<file path="src/rtl/regfile_param.sv">
// Parameterised register file with a pending-write scoreboard, same-cycle write forwarding
// and a one-register-per-cycle clear sweep.
module regfile_param #(
  parameter int WIDTH   = 32,
  parameter int AW      = 5,
  parameter bit ZERO_R0 = 1'b1,
  parameter bit BYPASS  = 1'b1
) (
  input  logic             CLK,
  input  logic             reset,
  input  logic [AW-1:0]    rs1,
  input  logic [AW-1:0]    rs2,
  output logic [WIDTH-1:0] rOut1,
  output logic [WIDTH-1:0] rOut2,
  input  logic [AW-1:0]    rd,
  input  logic             wr,
  input  logic [WIDTH-1:0] Din,
  input  logic             rsv,
  input  logic [AW-1:0]    rsv_rd,
  output logic             pend1,
  output logic             pend2,
  input  logic             clr,
  output logic             busy
);

  localparam int DEPTH = 2 ** AW;

  typedef enum logic {StIdle, StSweep} state_e;

  state_e              state_q, state_d;
  logic [AW-1:0]       idx_q, idx_d;
  logic [WIDTH-1:0]    mem_q [DEPTH];
  logic [DEPTH-1:0]    pend_q;

  logic we, rsv_set, fwd1, fwd2;

  // Writes and reservations to r0 are dropped so r0 and its pending bit stay zero.
  assign we      = wr && !busy && !(ZERO_R0 && (rd == '0));
  assign rsv_set = rsv && !busy && !(ZERO_R0 && (rsv_rd == '0));

  // Sweep FSM: state register
  always_ff @(posedge CLK or posedge reset) begin
    if (reset) begin
      state_q <= StIdle;
      idx_q   <= '0;
    end else begin
      state_q <= state_d;
      idx_q   <= idx_d;
    end
  end

  // Sweep FSM: next state
  always_comb begin
    state_d = state_q;
    idx_d   = '0;
    unique case (state_q)
      StIdle: begin
        if (clr) state_d = StSweep;
      end
      StSweep: begin
        idx_d = idx_q + AW'(1);
        if (idx_q == AW'(DEPTH - 1)) state_d = StIdle;
      end
      default: state_d = StIdle;
    endcase
  end

  // Sweep FSM: outputs
  always_comb begin
    busy = (state_q == StSweep);
  end

  always_ff @(posedge CLK or posedge reset) begin
    if (reset) begin
      for (int i = 0; i < DEPTH; i++) mem_q[i] <= '0;
    end else if (busy) begin
      mem_q[idx_q] <= '0;
    end else if (we) begin
      mem_q[rd] <= Din;
    end
  end

  // A reservation issued alongside a write to the same register wins (later assignment).
  always_ff @(posedge CLK or posedge reset) begin
    if (reset) begin
      pend_q <= '0;
    end else if (busy) begin
      pend_q[idx_q] <= 1'b0;
    end else begin
      if (we)      pend_q[rd]     <= 1'b0;
      if (rsv_set) pend_q[rsv_rd] <= 1'b1;
    end
  end

  always_comb begin
    fwd1  = BYPASS && we && (rd == rs1);
    fwd2  = BYPASS && we && (rd == rs2);
    rOut1 = (ZERO_R0 && (rs1 == '0)) ? '0 : (fwd1 ? Din : mem_q[rs1]);
    rOut2 = (ZERO_R0 && (rs2 == '0)) ? '0 : (fwd2 ? Din : mem_q[rs2]);
    pend1 = fwd1 ? 1'b0 : pend_q[rs1];
    pend2 = fwd2 ? 1'b0 : pend_q[rs2];
  end

endmodule
</file>
<file path="config.mk">
export PLATFORM = sky130hd
export DESIGN_NAME = regfile_param
export DESIGN_NICKNAME = d
export VERILOG_FILES = /design/src/rtl/regfile_param.sv
export SDC_FILE = /design/constraint.sdc
export NUM_CORES = 2
export LEC_CHECK = 0
export BUFFER_PORTS_ARGS = -buffer_cell sky130_fd_sc_hd__buf_4
export CAP_MARGIN = 20
export CORE_UTILIZATION = 42
export CTS_BUF_LIST = sky130_fd_sc_hd__clkbuf_16
export CTS_CLUSTER_DIAMETER = 100
export CTS_CLUSTER_SIZE = 20
export DETAILED_ROUTE_END_ITERATION = 10
export HOLD_SLACK_MARGIN = 0.15
export SETUP_SLACK_MARGIN = 0.2
export SLEW_MARGIN = 10
export SYNTH_ARGS = -nofsm -noshare
export SYNTH_HDL_FRONTEND = slang
export SYNTH_SLANG_ARGS = --single-unit
</file>
<file path="constraint.sdc">
create_clock -name CLK -period 44 [get_ports CLK]
set_input_delay 2.2 -clock CLK [delete_from_list [all_inputs] [get_ports CLK]]
set_output_delay 2.2 -clock CLK [all_outputs]
set_load 0.005 [all_outputs]
</file>
Word level (Yosys, flattened, before mapping) --
Index checks and enable logic that the tools add are counted.
Storage, ports and cells: flip-flop bits (word level) 1062, input port bits 57, output and inout port bits 67, logic and storage cells 121
Operators by class: add/subtract/negate cells 1, order comparisons 14, eq/ne operators 3, multiplexer cells 37, bitwise gates (word level) 12, reductions and logical operators 19
Operator list (count):
- $mux W1024 | 2
- $and A1024 B1024 Y1024 | 1
- $bwmux W1024 | 1
- $not A1024 Y1024 | 1
- $mux W32 | 14
- $bmux W32 S5 | 2
- $demux W32 S5 | 2
- $and A32 B32 Y32 | 2
- $not A32 Y32 | 2
- $or A32 B32 Y32 | 1
- $lt A5 B6 Y1 const B | 5
- $ge A6 B6 Y1 const B | 4
- $not A5 Y6 | 4
- $logic_not A5 Y1 | 4
- $demux W1 S5 | 3
- $ge A5 B1 Y1 const B | 3
- $lt A6 B1 Y1 const B | 2
- $logic_and A1 B1 Y1 | 11
- $bmux W1 S5 | 2
- $eq A5 B5 Y1 | 2
- $mux W1 | 9
- $add A5 B1 Y5 const B | 1
- $eq A5 B5 Y1 const B | 1
- $mux W5 | 1
- other kinds (4) | 6

Logic depth before layout (Yosys ltp) --
word-level depth 11, gate-level depth with buffers 11

Least setup slack after synthesis --
OpenSTA, ideal clock, no wires.
kind input port to output port, from input port rs1[0], to output port rOut1[19], arrival time 3766 ps, data required time 41800 ps, setup slack 38034 ps, stages 8, path buffers 4, cell sequence buf_6 > buf_12 > buf_12 > buf_4 > mux4_2 > a221oi_1 > o311a_1 > nor2_1
Between the ends: word-level cells in the longest chain between the ends 6
Ends and longest elaborated chain:
- start: declaration | RTL line 11 | input logic [AW-1:0] rs1,
- $not A5 Y6 (implied by the code) | RTL line 98 | rOut1 = (ZERO_R0 && (rs1 == '0)) ? '0 : (fwd1 ? Din : mem_q[rs1]);
- $bmux W32 S5 | RTL line 98
- $mux W32 (implied by the code) (2 in a row) | RTL line 98
- $mux W32 | RTL line 98
- $mux W32 * | RTL line 98
- end: declaration | RTL line 13 | output logic [WIDTH-1:0] rOut1,
Mark *: on every way between the ends. The rest lies on a longest branch, timed or not. The select of a mux whose other input is x is not followed.

Worst setup path in the final report --
from input port rs2[0], to output port rOut2[18]
Between the ends: word-level cells in the longest chain between the ends 6
Ends and longest elaborated chain:
- start: declaration | RTL line 12 | input logic [AW-1:0] rs2,
- $not A5 Y6 (implied by the code) | RTL line 99 | rOut2 = (ZERO_R0 && (rs2 == '0)) ? '0 : (fwd2 ? Din : mem_q[rs2]);
- $bmux W32 S5 | RTL line 99
- $mux W32 (implied by the code) (2 in a row) | RTL line 99
- $mux W32 | RTL line 99
- $mux W32 * | RTL line 99
- end: declaration | RTL line 14 | output logic [WIDTH-1:0] rOut2,
Marks and branches as above.

==> out/metrics.cfg <==
[setup_path]
worst-setup-path-type=in -> out
rr_endpoint=mem_q[284]
reg2reg_depth=7
crit_cells=10
path_cells=buf_8 > buf_12 > buf_4 > buf_4 > mux4_2 > mux2i_1 > a2111oi_0 > a311oi_1 > a21oi_1 > buf_4
end_kind=primary output
critPathBufInv=5
worstPathMaxFanout=90
rrSetupSlack_ns=40.12
start_kind=input pin
cp_slowest_stage_delay_ns=0.86
worstPathRequired_ns=41.80
cp_top_family=buffers and inverters
crit_slowest_cell=a2111oi_0
reg2reg_from=busy
arrival_ns=6.88
path_common_cell=buf_4

[global_routing]
antenna_found_initial=10
grt_max_degree=166
grt_use_total=0.354
grt_first_pass_wirelength_um=345000
grt_pass1_vias=43714
globalRoute.totalOverflow=0

[synthesis]
ys_warn_count=0
netlist_area_mm2=0.0573
avgSynthCellArea_um2=13.0
synth_top_flop_cell=dfrtp_1
yosysUniqueCellTypes=89
synth_cells=4396
synth_edf_count=0
synth_seq_cells=1062
synth_nets=4458
async_reset_ff_frac=1.00
yosysSeqAreaShare=0.464

[detailed_routing]
vias_per_cell=7.63
wl_um=247000
dr.pass1.iters=8
wl_per_cell_um=41.5
num_vias=45408
drcViolationCount=0
drt-initial-drc-count=6451
postRouteAntennaNets=0

[timing]
max_clock_freq_mhz=110
rsz0062_at_grt=false
finalSetupTns_ns=0
finalCritPeriodShare=0.206
relSlewSlack=0.161
min_period_ns=9.08
slew_viol_final=0
fin_hold_ws_ns=0.513
finalHoldViolCount=0
setup_viol=0
finClkSkew_ns=0.0178
worst_pin_slew_ns=1.26

[run]
cap_viol_max_count=0

[clocking]
post_cts_buffers=0
h-tree-depth=2
cts_sinks=1062
clk_pin_slew_ns=0.09
ctsRootBufferMaster=clkbuf_16
cts_hold_buf=0
clk_latency_ns=0.72
cts_tree=built
clockBufferDepth=3
post_cts_resized=0
cts_buffers=59

[placed_design]
gp_congestion=0.879
io_buffers=123
hpwl_um=136000

[floorplanning]
die_w_um=371
ios=124
dieArea_mm2=0.138
core-area_mm2=0.135
start_util=0.423
die_y_um=371
num_rows=135

[pwr]
p_leak_nw=26.9
peakVddDrop_mv=0.0333
powerDensity_mw_per_mm2=37.4

[final_layout]
fillers=12170
layout-drive-gt1-share=0.193
nNetsFinal=4219
synthToLayoutAreaGrowth_pct=5.83

[min_path]
hold_class=reg -> reg
worstHoldPathCells=1
worstHoldEndpoint=idx_q[0]
worstHoldStart=idx_q[0]

[outcome]
status=finished, final reports clean

-- Yosys cell counts, types with 18 or more instances --
| master | instances | area share |
|---|---|---|
| buf_2 | 116 | 0.010 |
| clkbuf_1 | 310 | 0.020 |
| o21ai_0 | 107 | 0.0093 |
| a22o_1 | 996 | 0.15 |
| mux2i_1 | 368 | 0.064 |
| buf_4 | 31 | 0.0041 |
| nand2b_1 | 28 | 0.0031 |
| nor2b_1 | 55 | 0.0060 |
| a22oi_1 | 41 | 0.0054 |
| nor2_1 | 66 | 0.0043 |
| mux2_2 | 31 | 0.0061 |
| nor3b_1 | 18 | 0.0024 |
| o22ai_1 | 50 | 0.0055 |
| nand2_1 | 139 | 0.0091 |
| buf_12 | 19 | 0.0066 |
| a221o_1 | 25 | 0.0044 |
| buf_6 | 41 | 0.0081 |
| buf_1 | 26 | 0.0017 |
| mux4_1 | 27 | 0.012 |
| a21oi_1 | 113 | 0.0099 |
| a221oi_1 | 81 | 0.012 |
| dfrtp_1 | 1062 | 0.46 |
| mux4_2 | 339 | 0.13 |
-- how the worst max path moves through the flow --
stage,slack (ns),to,startpoint
after CTS,34.95,rOut2[18],rs2[0]
after global routing,34.78,rOut2[18],rs2[0]
after floorplan,11.91,busy,reset
final,34.92,rOut2[18],rs2[0]
after detailed placement,34.95,rOut2[18],rs2[0]
after global placement,34.96,rOut2[18],rs2[0]
-- cells in the final DEF, fill, tap and decap left out, types with 17 or more instances in the layout --
master     instances
a22o_1           996
nand2_1          137
mux4_1            27
mux2_2            31
a31oi_1           17
nor2_4            21
a21oi_4           30
nand2b_1          27
o22ai_1           50
mux2i_1          368
dfrtp_1         1062
clkbuf_16         59
a22oi_1           41
nor2_1            46
mux4_2           339
a221o_1           25
buf_4            246
o21ai_0          107
nor2b_1           51
a221oi_1          81
a21oi_1           86
-- layout make-up --
cell class | instances | area (um2) | share of cell area
diodes | 11 | 27.5 | 0.000454
multi-input cells | 2758 | 28100 | 0.463
well taps | 1781 | 2230 | 0.0367
clock inverters | 5 | 33.8 | 0.000557
flip-flops and latches | 1062 | 26600 | 0.438
inverters | 13 | 58.8 | 0.000969
clock buffers | 59 | 1480 | 0.0243
repair buffers | 263 | 2190 | 0.0360
-- power breakdown --
| part | internal (W) | switching, W |
|---|---|---|
| Clock | 0.000239 | 0.000347 |
| Sequential | 0.00106 | 0.0000742 |
| Combinational | 0.000197 | 0.000349 |
| Total | 0.00150 | 0.000770 |
-- sequential cells by signal, summed over array words and instances, names as in the netlist --
register	cells
idx_q	5
mem_q	1024
pend_q	32
busy	1
-- per-layer routing --
metal  vias up  routed length (um)  share of wire  global-route usage
li1      17020                   -              -                   -
met1     23607               91000           0.37               0.467
met2      3888              104000           0.42               0.505
met3       881               35300           0.14               0.127
met4        12               16300          0.066               0.189
met5         -                 229        0.00093             0.00839
-- through the flow --
stage	std cells	power (W)	worst slack [ns]	utilization	cell area, um2
floorplan	4396	0.00146	11.91	-	57300
global placement	5871	0.00167	34.96	0.435	59000
detailed placement	5875	0.00168	34.95	0.436	59100
CTS	5939	0.00225	34.95	0.447	60600
global route	5941	0.00232	34.78	0.448	60600
finish	5952	0.00227	34.92	0.448	60700
-- cells by family after synthesis --
logic type	count (synthesis)	share of synthesized area
adder cells (fa/ha/maj)	5	0.00109
flip-flops	1062	0.464
AO/OA/AOI/OAI	1565	0.221
AND/OR/NAND/NOR	408	0.0388
buffers and inverters	576	0.0564
XOR/XNOR	12	0.00183
multiplexers	768	0.217
Note: power is estimated with default switching activity, not from simulation.
